--- src/rtl/kirby_pkg.sv ---
// kirby_pkg: shared HID report state encoding and keycode constants for the frame-paced sprite logic.
package kirby_pkg;
    typedef enum logic [1:0] {IDLE, RSVD, KEYS, COMMIT} hid_state_t;
    localparam logic [7:0] KEY_W = 8'h1A;
    localparam logic [7:0] KEY_S = 8'h16;
    localparam logic [7:0] KEY_A = 8'h04;
    localparam logic [7:0] KEY_D = 8'h07;
    localparam logic [7:0] HID_ROLLOVER = 8'h01;
    localparam logic [7:0] HID_FIRST_KEY = 8'h04;
endpackage

--- src/rtl/frame_tick_sync.sv ---
// frame_tick_sync: brings frame_clk into the Clk domain and emits a one-cycle tick per rising edge.
module frame_tick_sync (
    input  logic Clk,
    input  logic Reset_n,
    input  logic frame_clk,
    output logic tick
);
    logic s1, s2, s3;
    always_ff @(posedge Clk or negedge Reset_n) begin
        if (!Reset_n) {s3, s2, s1} <= 3'b000;
        else {s3, s2, s1} <= {s2, s1, frame_clk};
    end
    assign tick = s2 & ~s3;
endmodule

--- src/rtl/hid_keycode_frame_latch.sv ---
// hid_keycode_frame_latch: parses HID boot-keyboard reports into one keycode and modifier byte,
// republished once per frame with a stuck-key timeout.
module hid_keycode_frame_latch
    import kirby_pkg::*;
#(
    parameter int REPORT_BYTES = 8,
    parameter int TIMEOUT_FRAMES = 30
) (
    input  logic       Clk,
    input  logic       Reset_n,
    input  logic       frame_clk,
    input  logic [7:0] rpt_byte,
    input  logic       rpt_valid,
    input  logic       rpt_sop,
    output logic [7:0] keycode,
    output logic [7:0] modifiers,
    output logic       report_err,
    output logic       timeout_flag
);
    localparam int IW = $clog2(TIMEOUT_FRAMES + 1);
    localparam logic [2:0] LAST_SLOT = 3'(REPORT_BYTES - 3);
    localparam logic [IW-1:0] IDLE_MAX = IW'(TIMEOUT_FRAMES);
    localparam logic [IW-1:0] IDLE_LAST = IW'(TIMEOUT_FRAMES - 1);

    hid_state_t state;
    logic tick, all_roll, fresh;
    logic [2:0] idx;
    logic [7:0] mod_buf, sel, pending_key, pending_mod;
    logic [IW-1:0] idle_frames;

    frame_tick_sync u_tick (.Clk(Clk), .Reset_n(Reset_n), .frame_clk(frame_clk), .tick(tick));

    // A commit coinciding with a tick is forwarded straight to the outputs.
    logic sop_byte, commit_ok, pub_fresh;
    logic [7:0] pub_key, pub_mod;
    assign sop_byte = rpt_valid & rpt_sop;
    assign commit_ok = (state == COMMIT) & ~sop_byte & ~all_roll;
    assign pub_fresh = fresh | commit_ok;
    assign pub_key = commit_ok ? sel : pending_key;
    assign pub_mod = commit_ok ? mod_buf : pending_mod;

    always_ff @(posedge Clk or negedge Reset_n) begin
        if (!Reset_n) begin
            state <= IDLE;
            idx <= '0;
            mod_buf <= '0;
            sel <= '0;
            all_roll <= 1'b0;
            pending_key <= '0;
            pending_mod <= '0;
            fresh <= 1'b0;
            idle_frames <= '0;
            keycode <= '0;
            modifiers <= '0;
            report_err <= 1'b0;
            timeout_flag <= 1'b0;
        end else begin
            report_err <= 1'b0;
            if (sop_byte) begin
                report_err <= state != IDLE;
                mod_buf <= rpt_byte;
                state <= RSVD;
            end else begin
                case (state)
                    IDLE: ;
                    RSVD: if (rpt_valid) begin
                        state <= KEYS;
                        idx <= '0;
                        sel <= '0;
                        all_roll <= 1'b1;
                    end
                    KEYS: if (rpt_valid) begin
                        if (sel == 8'h00 && rpt_byte >= HID_FIRST_KEY) sel <= rpt_byte;
                        all_roll <= all_roll & (rpt_byte == HID_ROLLOVER);
                        idx <= idx + 3'd1;
                        if (idx == LAST_SLOT) state <= COMMIT;
                    end
                    COMMIT: begin
                        report_err <= all_roll;
                        state <= IDLE;
                    end
                    default: state <= IDLE;
                endcase
            end
            if (tick && pub_fresh) begin
                keycode <= pub_key;
                modifiers <= pub_mod;
                pending_key <= pub_key;
                pending_mod <= pub_mod;
                fresh <= 1'b0;
                idle_frames <= '0;
                timeout_flag <= 1'b0;
            end else if (tick) begin
                if (idle_frames != IDLE_MAX) idle_frames <= idle_frames + IW'(1);
                if (idle_frames == IDLE_LAST) begin
                    keycode <= '0;
                    modifiers <= '0;
                    pending_key <= '0;
                    timeout_flag <= 1'b1;
                end
            end else if (commit_ok) begin
                pending_key <= sel;
                pending_mod <= mod_buf;
                fresh <= 1'b1;
            end
        end
    end
endmodule

--- config.mk ---
export PLATFORM = sky130hd
export DESIGN_NAME = hid_keycode_frame_latch
export DESIGN_NICKNAME = d
export VERILOG_FILES = /design/src/rtl/kirby_pkg.sv /design/src/rtl/frame_tick_sync.sv /design/src/rtl/hid_keycode_frame_latch.sv
export SDC_FILE = /design/constraint.sdc
export NUM_CORES = 1
export LEC_CHECK = 0
export ABC_AREA = 1
export ABC_CLOCK_PERIOD_IN_PS = 1400
export BUFFER_PORTS_ARGS = -buffer_cell sky130_fd_sc_hd__clkbuf_2
export CORE_MARGIN = 2
export CORE_UTILIZATION = 35
export DETAILED_ROUTE_END_ITERATION = 10
export PLACE_DENSITY = 0.56
export SYNTH_ARGS = -nofsm -noshare
export SYNTH_HDL_FRONTEND = slang
export SYNTH_SLANG_ARGS = --single-unit
--- constraint.sdc ---
create_clock -name Clk -period 1.4 [get_ports Clk]
set_clock_uncertainty 0.05 [all_clocks]
set_input_delay 0 -clock Clk [delete_from_list [all_inputs] [get_ports Clk]]
set_output_delay 0 -clock Clk [all_outputs]
set_load 0.03 [all_outputs]
After elaboration in Yosys (flattened, before gate mapping)
Cells that the tools add are included.
{ "word_totals": {"reg_bits": 65, "in_bits": 13, "out_inout_bits": 18} }
{ "classes": {"add_sub_neg": 2, "magnitude_cmp": 1, "n_eq_ne": 15, "mux": 36, "n_bitwise": 9, "n_reduce_logical": 16} }
{ "op_table": {"columns": ["operator", "count"], "rows": [
  ["8-bit two-way mux", 13],
  ["8-bit one-hot mux with 2 select lines", 1],
  ["5-bit two-way mux", 3],
  ["2-bit nonzero test", 6],
  ["1-bit two-way mux", 10],
  ["3-bit != test (second input constant)", 3],
  ["8-bit by 1-bit equality test with 1-bit output (second input constant)", 1],
  ["8-bit by 3-bit >= comparator with 1-bit output (second input constant)", 1],
  ["8-bit logical NOT", 1],
  ["2-bit two-way mux", 4],
  ["4-bit AND reduction", 2],
  ["3-bit two-way mux", 2],
  ["2-bit != test (second input constant)", 3],
  ["2-bit one-hot mux with 3 select lines", 1],
  ["3-bit one-hot mux with 2 select lines", 1],
  ["2-bit AND reduction", 3],
  ["5-bit by 1-bit adder with 5-bit output (second input constant)", 1],
  ["1-bit bitwise AND", 5],
  ["5-bit equality test (second input constant)", 1],
  ["5-bit != test (second input constant)", 1],
  ["5-bit AND reduction", 1],
  ["2-bit equality test (second input constant)", 2],
  ["4-bit nonzero test", 1],
  ["3-bit by 1-bit adder with 3-bit output (second input constant)", 1],
  ["8 further kinds", 11]
]} }

Longest topological paths before layout
Gate-level depths: netlist of the first run.
{ "logic_depth": {"depth_word": 8, "mapped_depth": 8, "ltp_nobuf": 8} }

Hierarchy
A second synthesis of the first run with hierarchy kept.
{ "hier_totals": {"hier_cells": 353, "area_unflattened_um2": 3081.7} }
{ "by_module_without_submodules": {"columns": ["mod", "instances", "cells_per_inst", "area_per_inst_um2", "seq_area_each_um2"], "rows": [
  ["hid_keycode_frame_latch", 1, 348, 2996.6, 1551.5],
  ["frame_tick_sync", 1, 5, 85.1, 75.1]
]} }

Worst setup path before layout of the first run
Ideal clock, no wire load.
{ "synth_timing": {"path_kind": "register to register", "from": "register state[0]", "to": "register sel[0]", "setup_time_ns": 0.117, "t_arrival_ns": 1.322, "required_ns": 1.233, "setup_slack_ns": -0.089, "path_stages_with_launch": 8, "synth_period_minus_slack_ns": 1.489, "path_cell_list": "dfrtp_1 inv_1 ha_1 nor2_1 nor3_4 nand2_1 nand2_1 nand2_1"} }
{ "synth_via": {"elab_chain_len": 3} }
{ "synth_rtl": {"columns": ["element", "line_no", "source"], "rows": [
  ["start: declaration", "hid_keycode_frame_latch.sv:25", "hid_state_t state;"],
  ["start signal: assignment", "hid_keycode_frame_latch.sv:44", "state <= IDLE;"],
  ["start signal: assignment", "hid_keycode_frame_latch.sv:62", "state <= RSVD;"],
  ["start signal: assignment", "hid_keycode_frame_latch.sv:67", "state <= KEYS;"],
  ["2-bit equality test / 2-bit by 1-bit equality test with 1-bit output (equally long branches)", "hid_keycode_frame_latch.sv:64", "case (state)"],
  ["2-bit != test (no source line) / 2-bit nonzero test (equally long branches)", null, null],
  ["5-bit AND reduction (no source line)", null, null],
  ["end signal: assignment", "hid_keycode_frame_latch.sv:73", "if (sel == 8'h00 && rpt_byte >= HID_FIRST_KEY) sel <= rpt_byte;"],
  ["end: declaration", "hid_keycode_frame_latch.sv:28", "logic [7:0] mod_buf, sel, pending_key, pending_mod;"]
]} }
Several ways; a longest one is shown, not always the timed one.
A chain may end at the register's enable or synchronous reset.

Worst setup path in the final report of the first run
{ "layout_timing": {"from": "register state[1]", "to": "register keycode[6]"} }
{ "layout_via": {"elab_chain_len": 7} }
{ "layout_rtl": {"columns": ["element", "line_no", "source"], "rows": [
  ["2-bit equality test *", "hid_keycode_frame_latch.sv:37", "assign commit_ok = (state == COMMIT) & ~sop_byte & ~all_roll;"],
  ["1-bit bitwise AND * (2 in series)", "hid_keycode_frame_latch.sv:37", null],
  ["1-bit bitwise OR", "hid_keycode_frame_latch.sv:38", "assign pub_fresh = fresh | commit_ok;"],
  ["1-bit logical AND", "hid_keycode_frame_latch.sv:85", "if (tick && pub_fresh) begin"],
  ["2-bit nonzero test (no source line)", null, null],
  ["2-bit AND reduction (no source line)", null, null],
  ["end signal: assignment", "hid_keycode_frame_latch.sv:86", "keycode <= pub_key;"],
  ["end: declaration", "hid_keycode_frame_latch.sv:15", "output logic [7:0] keycode,"]
]} }
Every way passes the cells marked *; elsewhere a longest branch is shown, timed or not.

==> results of run 1 <==
## routing by layer
metal	up-vias	track usage	share of wire
met5	-	0	0
met4	0	0.0470	0.010
met3	7	0.0475	0.042
met2	59	0.260	0.50
met1	1249	0.203	0.45
li1	1272	-	-
## synthesized netlist by cell type (all sizes together)
library cell / instances
inv: 44
mux2i: 1
clkbuf: 1
nand3: 36
a21oi: 9
nand3b: 1
ha: 10
xnor2: 1
nand2: 109
nor2: 25
o22ai: 1
o21ai: 34
buf: 8
nor3: 1
or2: 2
xor2: 2
nand4: 1
dfrtp: 65
## path summary, 6_finish.rpt
kind / from / to / slack [ps] / cells past startpoint
setup / recovery: state[1] / keycode[6] / -90 / 6
hold reg to reg: u_tick.s1 / u_tick.s2 / 310 / 0
setup reg to reg: state[1] / keycode[6] / -90 / 6
min in group asynchronous: Reset_n / idle_frames[2] / 160 / 3
hold / removal: rpt_sop / report_err / 30 / 3
max in group asynchronous: Reset_n / state[1] / 850 / 3
## critical path: cells and delay by family, from the launching register on
| kind | cells | cell delay, ps |
|---|---|---|
| AND/OR/NAND/NOR | 3 | 330 |
| flip-flops | 1 | 470 |
| buffers and inverters | 1 | 220 |
| AO/OA/AOI/OAI | 1 | 180 |
| adder cells (fa/ha/maj) | 1 | 180 |
## report_power, final
group          leakage (nW)  switching [mW]  total [mW]  internal [mW]
clock                0.0733           0.768        1.40          0.633
combinational          1.29            2.47        4.27           1.80
sequential            0.825           0.450        3.01           2.56
## per-stage QoR
stage	cell area, µm²	hold slack, ps	TNS, ps
3_5_place_dp	3470	0.107	-2580
5_1_grt	4340	41.5	-5420
6_report	4340	28.4	-2280
3_3_place_gp	3470	1.47	-1090
4_1_cts	4120	3.89	-1460
2_1_floorplan	3090	-346	-343
## cell type report
type | count | area (µm²) | area share
sequential | 65 | 1630 | 0.376
timing repair buffer | 74 | 627 | 0.145
inverter | 44 | 188 | 0.0433
tap | 108 | 135 | 0.0312
timing repair inverter | 2 | 20.0 | 0.00462
clock inverter | 7 | 47.5 | 0.0110
multi-input combinational | 234 | 1570 | 0.361
clock buffer | 9 | 124 | 0.0286
## timing repair
item / in CTS / in global routing
hold buffers: 12 / 0
cloned: 2 / 2
buffers inserted: 4 / 6
endpoints found under the setup margin: 42 / 44
pin swaps: 22 / 19
gates resized for setup: 76 / 38
endpoints found under the hold margin: 84 / 0
## state kept, by name (all words and copies together) (netlist names), 2 cells and up
register,cells
modifiers,8
mod_buf,8
state,2
idle_frames,5
pending_key,8
pending_mod,8
sel,8
idx,3
keycode,8
## cell families after synthesis
group                      after synthesis
and+or+nand+nor                        175
DFF                                     65
buffers and inverters                   53
AOI/OAI and AO/OA                       44
adders and majority gates               10
xor gates and xnor gates                 3
muxes                                    1
## cells in the final DEF (no fill, tap or decap), types with 2 or more instances in the layout
master | Yosys | layout
clkinv_2 | 0 | 2
nand2_8 | 0 | 3
nand2_4 | 3 | 4
inv_4 | 1 | 4
dfrtp_2 | 0 | 2
clkbuf_2 | 0 | 30
nor2_1 | 21 | 12
buf_4 | 0 | 16
xor2_1 | 2 | 2
nand3_4 | 1 | 3
buf_6 | 6 | 9
inv_1 | 39 | 37
o21ai_1 | 9 | 16
buf_12 | 0 | 4
nand2_2 | 2 | 15
inv_2 | 4 | 2
ha_1 | 10 | 6
o21ai_2 | 0 | 7
nor2_2 | 2 | 8
clkinvlp_4 | 0 | 5
buf_8 | 0 | 2
o21ai_0 | 25 | 10
nand2_1 | 104 | 88
clkbuf_8 | 0 | 9
ha_4 | 0 | 4
a21oi_2 | 2 | 8
nor2_4 | 2 | 5
nand3_2 | 1 | 21
dfrtp_1 | 65 | 63
dlygate4sd3_1 | 0 | 12
nand3_1 | 34 | 12
==> flow_summary.ini, run 1 <==
[logic_synthesis]
synth_nets = 374
synth_area_leaders = dfrtp_1 (53%), nand2_1 (13%), nand3_1 (5.6%), inv_1 (4.8%), ha_1 (4.1%)
synth_compound_area_frac = 0.0749
synth-xor-area-share = 0.00860
yosysTopAreaCell = dfrtp_1
syn_area_per_cell_um2 = 8.71
yosysWarnings = 0
syn_inst = 351
ys_ff_latch = 65
synth-seq-area-share = 0.532
yosys.area_share.simple = 0.259
synthMuxAreaShare = 0.00327
synth.top_cell.area_share = 0.532
synth_top_family_by_area = simple AND/OR/NAND/NOR gates
synthAdderAreaFrac = 0.0409
yosysUniqueCellTypes = 29
synth.cell_area_um2 = 3060

[route]
dr.pass1.iters = 4
routedWlPerCell_um = 13.7
drc = 0
vias_per_cell = 4.76
routed_wl_um = 7420
num_vias = 2587
drt_iter0_drc = 81
drtAntennaViolNets = 0

[global_route]
antenna_found_initial = 0
grt_pass1_vias = 2573
grtUsageTotal = 0.159
grt_max_degree = 66
grt_first_pass_wirelength_um = 12200
grt-ovfl-total = 0

[floorplan]
rows = 34
fp.dieH_um = 97.5
die_w_um = 97.5
io-pin-count = 31
start_util = 0.356
core_um2 = 8590
dieArea_um2 = 9500

[placement]
dp.final_hpwl_um = 4710
dp_slack_ps = -114
gp_congestion = 0.841
dp_cells = 501
port_buffers = 30

[critical_path]
worstPathCellList = ha_4 > nand3_4 > clkbuf_16 > a21oi_2 > nand2_1 > nand2_1
worst-path-max-fanout = 8
setup.worst_path.start_class = flip-flop
arrival_ps = 1730
cp_common_cell = nand2_1
slowest_stage = dfrtp_2
slowest_delay_ps = 470
end_kind = flip-flop
cp_data_required_time_ps = 1640
criticalPathCategory = reg2reg

[power]
power_density_nw_per_um2 = 2000
p_leak_nw = 2.19
peakVddDrop_mv = 0.944
power_mw = 8.68

[worst_hold_path]
hold_path.class = in2reg

[clocking]
clkTransAtPathRegs_ps = 80
cts_tree = yes
clk_path_buf_depth = 2
clock_latency_ps = 340
numCtsBuffers = 9
cts_root_buffer = clkbuf_8
h-tree-depth = 3
cts.sinks = 65

[run_status]
status = finished with violations
failed_checks = setup timing

[sta]
maxSlewHeadroom = 0.769
fin_crit_sh = 1.06
rsz0062_at_grt = yes
hold_violations = 0
drv_slew = 0
period_minus_slack_ps = 1490
setup-violations-final = 43
clock.fmax_mhz = 671
worst_slew_pin_slew_ps = 347
setup_slack_ps = -90.6

[final_layout]
finalCoreUtilization = 0.505
layout.nets = 453
drive_above_1_share = 0.398
fin_cells = 543
nFillCells = 816
area_growth_pct = 41.9
antenna_cells = 0

[run]
cap_violations = 0
No activity file was read; power rests on OpenSTA's default activity.
==> run 2: changes to the inputs <==
--- a/config.mk
+++ b/config.mk
@@ -11,7 +11,9 @@
 export CORE_MARGIN = 2
 export CORE_UTILIZATION = 35
 export DETAILED_ROUTE_END_ITERATION = 10
+export GPL_TIMING_DRIVEN = 0
 export PLACE_DENSITY = 0.56
 export SYNTH_ARGS = -nofsm -noshare
 export SYNTH_HDL_FRONTEND = slang
+export SYNTH_HIERARCHICAL = 1
 export SYNTH_SLANG_ARGS = --single-unit
==> run 2 against run 1 <==
Effect of this change: the run still ends with setup timing left; cell count up 0.74%; worst hold slack improved by 39 ps; register-to-register slack lost 40 ps; core utilization increased by 2.8 points; die area up 0.79%; global-route usage is essentially flat; critical endpoint is now pending_key[2].
==> flow_summary.ini, run 2 <==
[run_status]
status = finished with violations
failed_checks = setup timing

[logic_synthesis]
yosysMostFrequentCell = nand2_1
syn_area_per_cell_um2 = 8.73
yosysWarnings = 6
synth_nets = 376
synth-main-ff-cell = dfrtp_1
yosysTopAreaCell = dfrtp_1
synth.cell_area_um2 = 3080
ys_async_sr_fraction = 1.00
synth_area_leaders = dfrtp_1 (53%), nand2_1 (13%), nand3_1 (5.7%), inv_1 (4.8%), ha_1 (4.1%)
yosysUniqueCellTypes = 29
synth-edff-count = 0
synth-seq-area-share = 0.528
synth_common_cells = nand2_1 (108), dfrtp_1 (65), inv_1 (39)
syn_inst = 353
ys_ff_latch = 65
synth.top_cell.area_share = 0.528

[route]
dr.pass1.iters = 4
drt_iter0_drc = 69
drc = 0
num_vias = 2543
drtAntennaViolNets = 0
routedWlPerCell_um = 13.2
routed_wl_um = 7210
vias_per_cell = 4.65

[global_route]
grt_max_degree = 44
grt_pass1_vias = 2672
antenna_found_initial = 0
grt-ovfl-total = 0
grtUsageTotal = 0.159
grt_first_pass_wirelength_um = 12400

[floorplan]
die_w_um = 97.8
fp.dieH_um = 97.8
dieArea_um2 = 9570
io-pin-count = 31
rows = 34
core_um2 = 8640
start_util = 0.357

[critical_path]
rr_startpoint = state[1]
crit_start = state[1]
end_kind = flip-flop
cp_data_required_time_ps = 1620
worst-path-max-fanout = 5
setup.worst_path.start_class = flip-flop
criticalPathCategory = reg2reg
arrival_ps = 1750

[clocking]
numCtsBuffers = 9
clk_path_buf_depth = 2
cts_root_buffer = clkbuf_8
clkTransAtPathRegs_ps = 80
h-tree-depth = 3
cts_tree = yes
clock_latency_ps = 350
cts.sinks = 65

[run]
cap_violations = 0

[final_layout]
layout.nets = 457
final_common_cell = nand2_1
antenna_cells = 0
nFillCells = 786
final_cell_mix = nand2_1 (75), dfrtp_1 (63), inv_1 (37)
multi_input_area_um2 = 1690
area_growth_pct = 49.1
finalCoreUtilization = 0.532
drive_above_1_share = 0.424
regArea_um2 = 1630

[power]
peakVddDrop_mv = 1.16
power_density_nw_per_um2 = 2080
p_leak_nw = 2.33

[sta]
hold_violations = 0
fin_crit_sh = 1.10
setup-violations-final = 44
clock.fmax_mhz = 652
period_minus_slack_ps = 1530
rsz0062_at_grt = yes
worst_slew_pin_slew_ps = 350
drv_slew = 0
hold_slack_ps = 67.6
maxSlewHeadroom = 0.767
setup_slack_ps = -134

[worst_hold_path]
hold_path.class = in2async

[placement]
gp_congestion = 0.864
dp.final_hpwl_um = 4550
port_buffers = 30
[run 2: layer usage]
layer / routed length [µm] / global-route usage / vias up
met2: 3630 / 0.265 / 47
met3: 261 / 0.0422 / 9
met1: 3250 / 0.202 / 1213
li1: - / - / 1274
met4: 73 / 0.0481 / 0
met5: 0 / 0 / -
[run 2: final timing paths]
check	end	slack, ps	depth (start not counted)
max in group asynchronous	state[1]	690	3
max reg2reg	pending_key[2]	-130	8
min reg2reg	u_tick/s2	300	0
min	idle_frames[3]	70	2
min in group Clk	u_tick/s1	250	2
max	pending_key[2]	-130	8
[run 2: power breakdown]
group	internal (mW)	total [mW]	switching (mW)
combinational	1.92	4.54	2.62
sequential	2.57	3.06	0.482
clock	1.19	1.96	0.768
total	5.69	9.56	3.87
[run 2: area by class of cell]
class,count,area share
clock inverters,6,0.0250
repair buffers,71,0.136
clock buffers,10,0.0278
flip-flops and latches,65,0.354
well taps,108,0.0294
plain buffers,9,0.0221
inverters,42,0.0376
multi-input cells,236,0.368
[run 2: worst max-delay path, stage by stage, from the launching register on]
cell and delay (ps):
dfrtp_2 480, ha_4 190, nand3_4 120, buf_6 150, buf_12 130, nor2_4 40, a21oi_4 140, nand2_1 70
o21ai_1 80
[run 2: logic make-up after synthesis]
kind of cell / Yosys count / share of synthesized area
xor+xnor: 3 / 0.00853
simple gates: 179 / 0.263
mux: 1 / 0.00325
compound gates: 43 / 0.0759
fa+ha+maj: 10 / 0.0406
flops: 65 / 0.528
buf+inv: 52 / 0.0808
[run 2: timing repair]
item                       CTS  global route
setup endpoints to repair   43            53
buffers inserted            20             2
hold endpoints to repair    85             0
hold buffers                13             0
pin swaps                   29            24
resized for setup           89            58
cloned                       4             1
[run 2: through the flow]
stage / area (µm²) / cells / total power [mW] / TNS (ps) / setup slack [ps]
after floorplan: 3110 / 353 / 5.26 / -452 / -50.9
after global placement: 3390 / 491 / 5.96 / -18250 / -275
after detailed placement: 3420 / 492 / 6.04 / -6180 / -282
after CTS: 4340 / 544 / 8.99 / -3770 / -129
after global routing: 4600 / 547 / 10.2 / -7480 / -218
final: 4600 / 547 / 9.56 / -4270 / -134
==> run 3: changes to the inputs <==
--- a/config.mk
+++ b/config.mk
@@ -12,7 +12,7 @@
 export CORE_UTILIZATION = 35
 export DETAILED_ROUTE_END_ITERATION = 10
 export GPL_TIMING_DRIVEN = 0
-export PLACE_DENSITY = 0.56
+export PLACE_DENSITY_LB_ADDON = 0.3
 export SYNTH_ARGS = -nofsm -noshare
 export SYNTH_HDL_FRONTEND = slang
 export SYNTH_HIERARCHICAL = 1
==> run 3 against run 2 <==
Effect of this change: sequential power fell by 3%; critical path type unchanged; non-clock buffer count fell by 12; worst hold slack improved by 180 ps; first-iteration DRC count fell by 7.2%; wire length fell by 6.0%; clock power fell by 17%; largest power group unchanged; the flow still finishes with violations (setup timing); die area did not move; cell area fell by 9.3%; cell count fell by 2.2%; total power fell by 11%; fmax rose by 1.2%; sequential cell count did not move; highest routed layer unchanged.
==> flow_summary.ini, run 3 (synthesis gave the netlist of run 2 again) <==
[floorplan]
fp.dieH_um = 97.8
dieArea_um2 = 9570
die_w_um = 97.8
core_um2 = 8640
io-pin-count = 31
start_util = 0.357
rows = 34

[critical_path]
worst-path-max-fanout = 4
cp_top_family = flip-flops
criticalPathCategory = reg2reg
setup.worst_path.start_class = flip-flop
slowest_delay_ps = 460
cp_data_required_time_ps = 1570
worstPathCellList = inv_2 > ha_4 > or2_4 > nand3_2 > nand2_2 > o21ai_0 > o21ai_1
arrival_ps = 1690
end_kind = flip-flop
crit_buf_inv = 1
slowest_stage = dfrtp_2

[route]
num_vias = 2478
dr.pass1.iters = 4
drc = 0
drtAntennaViolNets = 0
routed_wl_um = 6770
drt_iter0_drc = 64
vias_per_cell = 4.63
routedWlPerCell_um = 12.7

[sta]
clock.fmax_mhz = 660
setup-violations-final = 38
hold_violations = 0
fin_crit_sh = 1.08
rsz0062_at_grt = yes
drv_slew = 0
maxSlewHeadroom = 0.405
fin_tns_setup_ps = -2460
worst_slew_pin_slew_ps = 892
setup_slack_ps = -116
period_minus_slack_ps = 1520

[power]
p_int_mw = 4.97
power_mw = 8.52
power_frac_seq = 0.350
power_density_nw_per_um2 = 2040
pwr-share-clk = 0.190
comb_power_share = 0.460
power.net_switching_mw = 3.55
swShare = 0.416
p_leak_nw = 2.18
peakVddDrop_mv = 1.18

[clocking]
cts_root_buffer = clkbuf_8
cts_tree = yes
cts.sinks = 65
clock_latency_ps = 340
clk_path_buf_depth = 2
h-tree-depth = 3
clkTransAtPathRegs_ps = 80
numCtsBuffers = 9

[worst_hold_path]
hold_path.class = in2reg

[global_route]
grt-ovfl-total = 0
grt_first_pass_wirelength_um = 11300
grt_pass1_vias = 2485
antenna_found_initial = 0
grtUsageTotal = 0.145
grt_max_degree = 66

[run_status]
failed_checks = setup timing
status = finished with violations

[run]
cap_violations = 0

[final_layout]
area_growth_pct = 35.2
drive_above_1_share = 0.351
multi_input_area_um2 = 1490
regArea_um2 = 1630
finalCoreUtilization = 0.482
final_common_cell = nand2_1
fin_cells = 535
nFillCells = 833
layout.nets = 445
final_cell_mix = nand2_1 (82), dfrtp_1 (63), inv_1 (37)
antenna_cells = 0

[placement]
dp_slack_ps = -295
dp_cells = 491
dp.final_hpwl_um = 4570
port_buffers = 30
gp_congestion = 0.846
## run 3: changes by cell type in the layout (fill, tap and decap cells not counted), moves of 4 or more
| cell | change |
|---|---|
| nand2_2 | -5 |
| nand3_1 | +12 |
| nand3_2 | -12 |
| a21oi_4 | -5 |
| nor2_4 | -8 |
| nand2_1 | +7 |
| nor2_2 | +5 |
| a21oi_2 | +5 |
| o21ai_4 | -4 |
| buf_6 | -5 |
## run 3: cell type report
type                       instances  area share
buffer                            10      0.0252
multi-input combinational        236       0.357
clock buffer                      10      0.0330
inverter                          42      0.0408
sequential                        65       0.391
timing repair buffer              58       0.104
clock inverter                     6      0.0162
tap                              108      0.0324
## run 3: stage by stage
step                      area, µm²  hold WS (ps)
final                          4170           248
after global routing           4170           239
after CTS                      3830           241
after detailed placement       3400          65.8
after global placement         3390          62.5
after floorplan                3110          -346
## run 3: power by group through the flow
stage,registers (mW),logic (mW),clock network (mW)
after floorplan,3.35,1.92,0
after global placement,2.96,2.99,0
after detailed placement,2.98,3.08,0
after CTS,2.96,3.35,1.66
after global routing,3.06,4.34,1.75
final,2.98,3.91,1.62
## run 3: final timing paths
check,startpoint,to,slack (ps),cells past startpoint
setup reg to reg,state[1],state[0],-120,7
min in group asynchronous,Reset_n,timeout_flag,290,2
hold reg to reg,u_tick/s1,u_tick/s2,310,0
setup / recovery,state[1],state[0],-120,7
hold / removal,frame_clk,u_tick/s1,250,2
max in group asynchronous,Reset_n,state[1],380,2
## run 3: metal layers
metal  vias up  track usage  wire, µm
li1       1256            -         -
met1      1175        0.186      3180
met2        39        0.239      3270
met3         8       0.0480       244
met4         0       0.0342        78
met5         -            0         0
## run 3: repair_timing
item / 4_1_cts / 5_1_grt
endpoints found under the setup margin: 46 / 46
endpoints found under the hold margin: 86 / 0
hold buffers: 13 / 0
buffers inserted: 6 / 7
pin swaps: 6 / 11
resized for setup: 16 / 70
gates cloned: 0 / 2
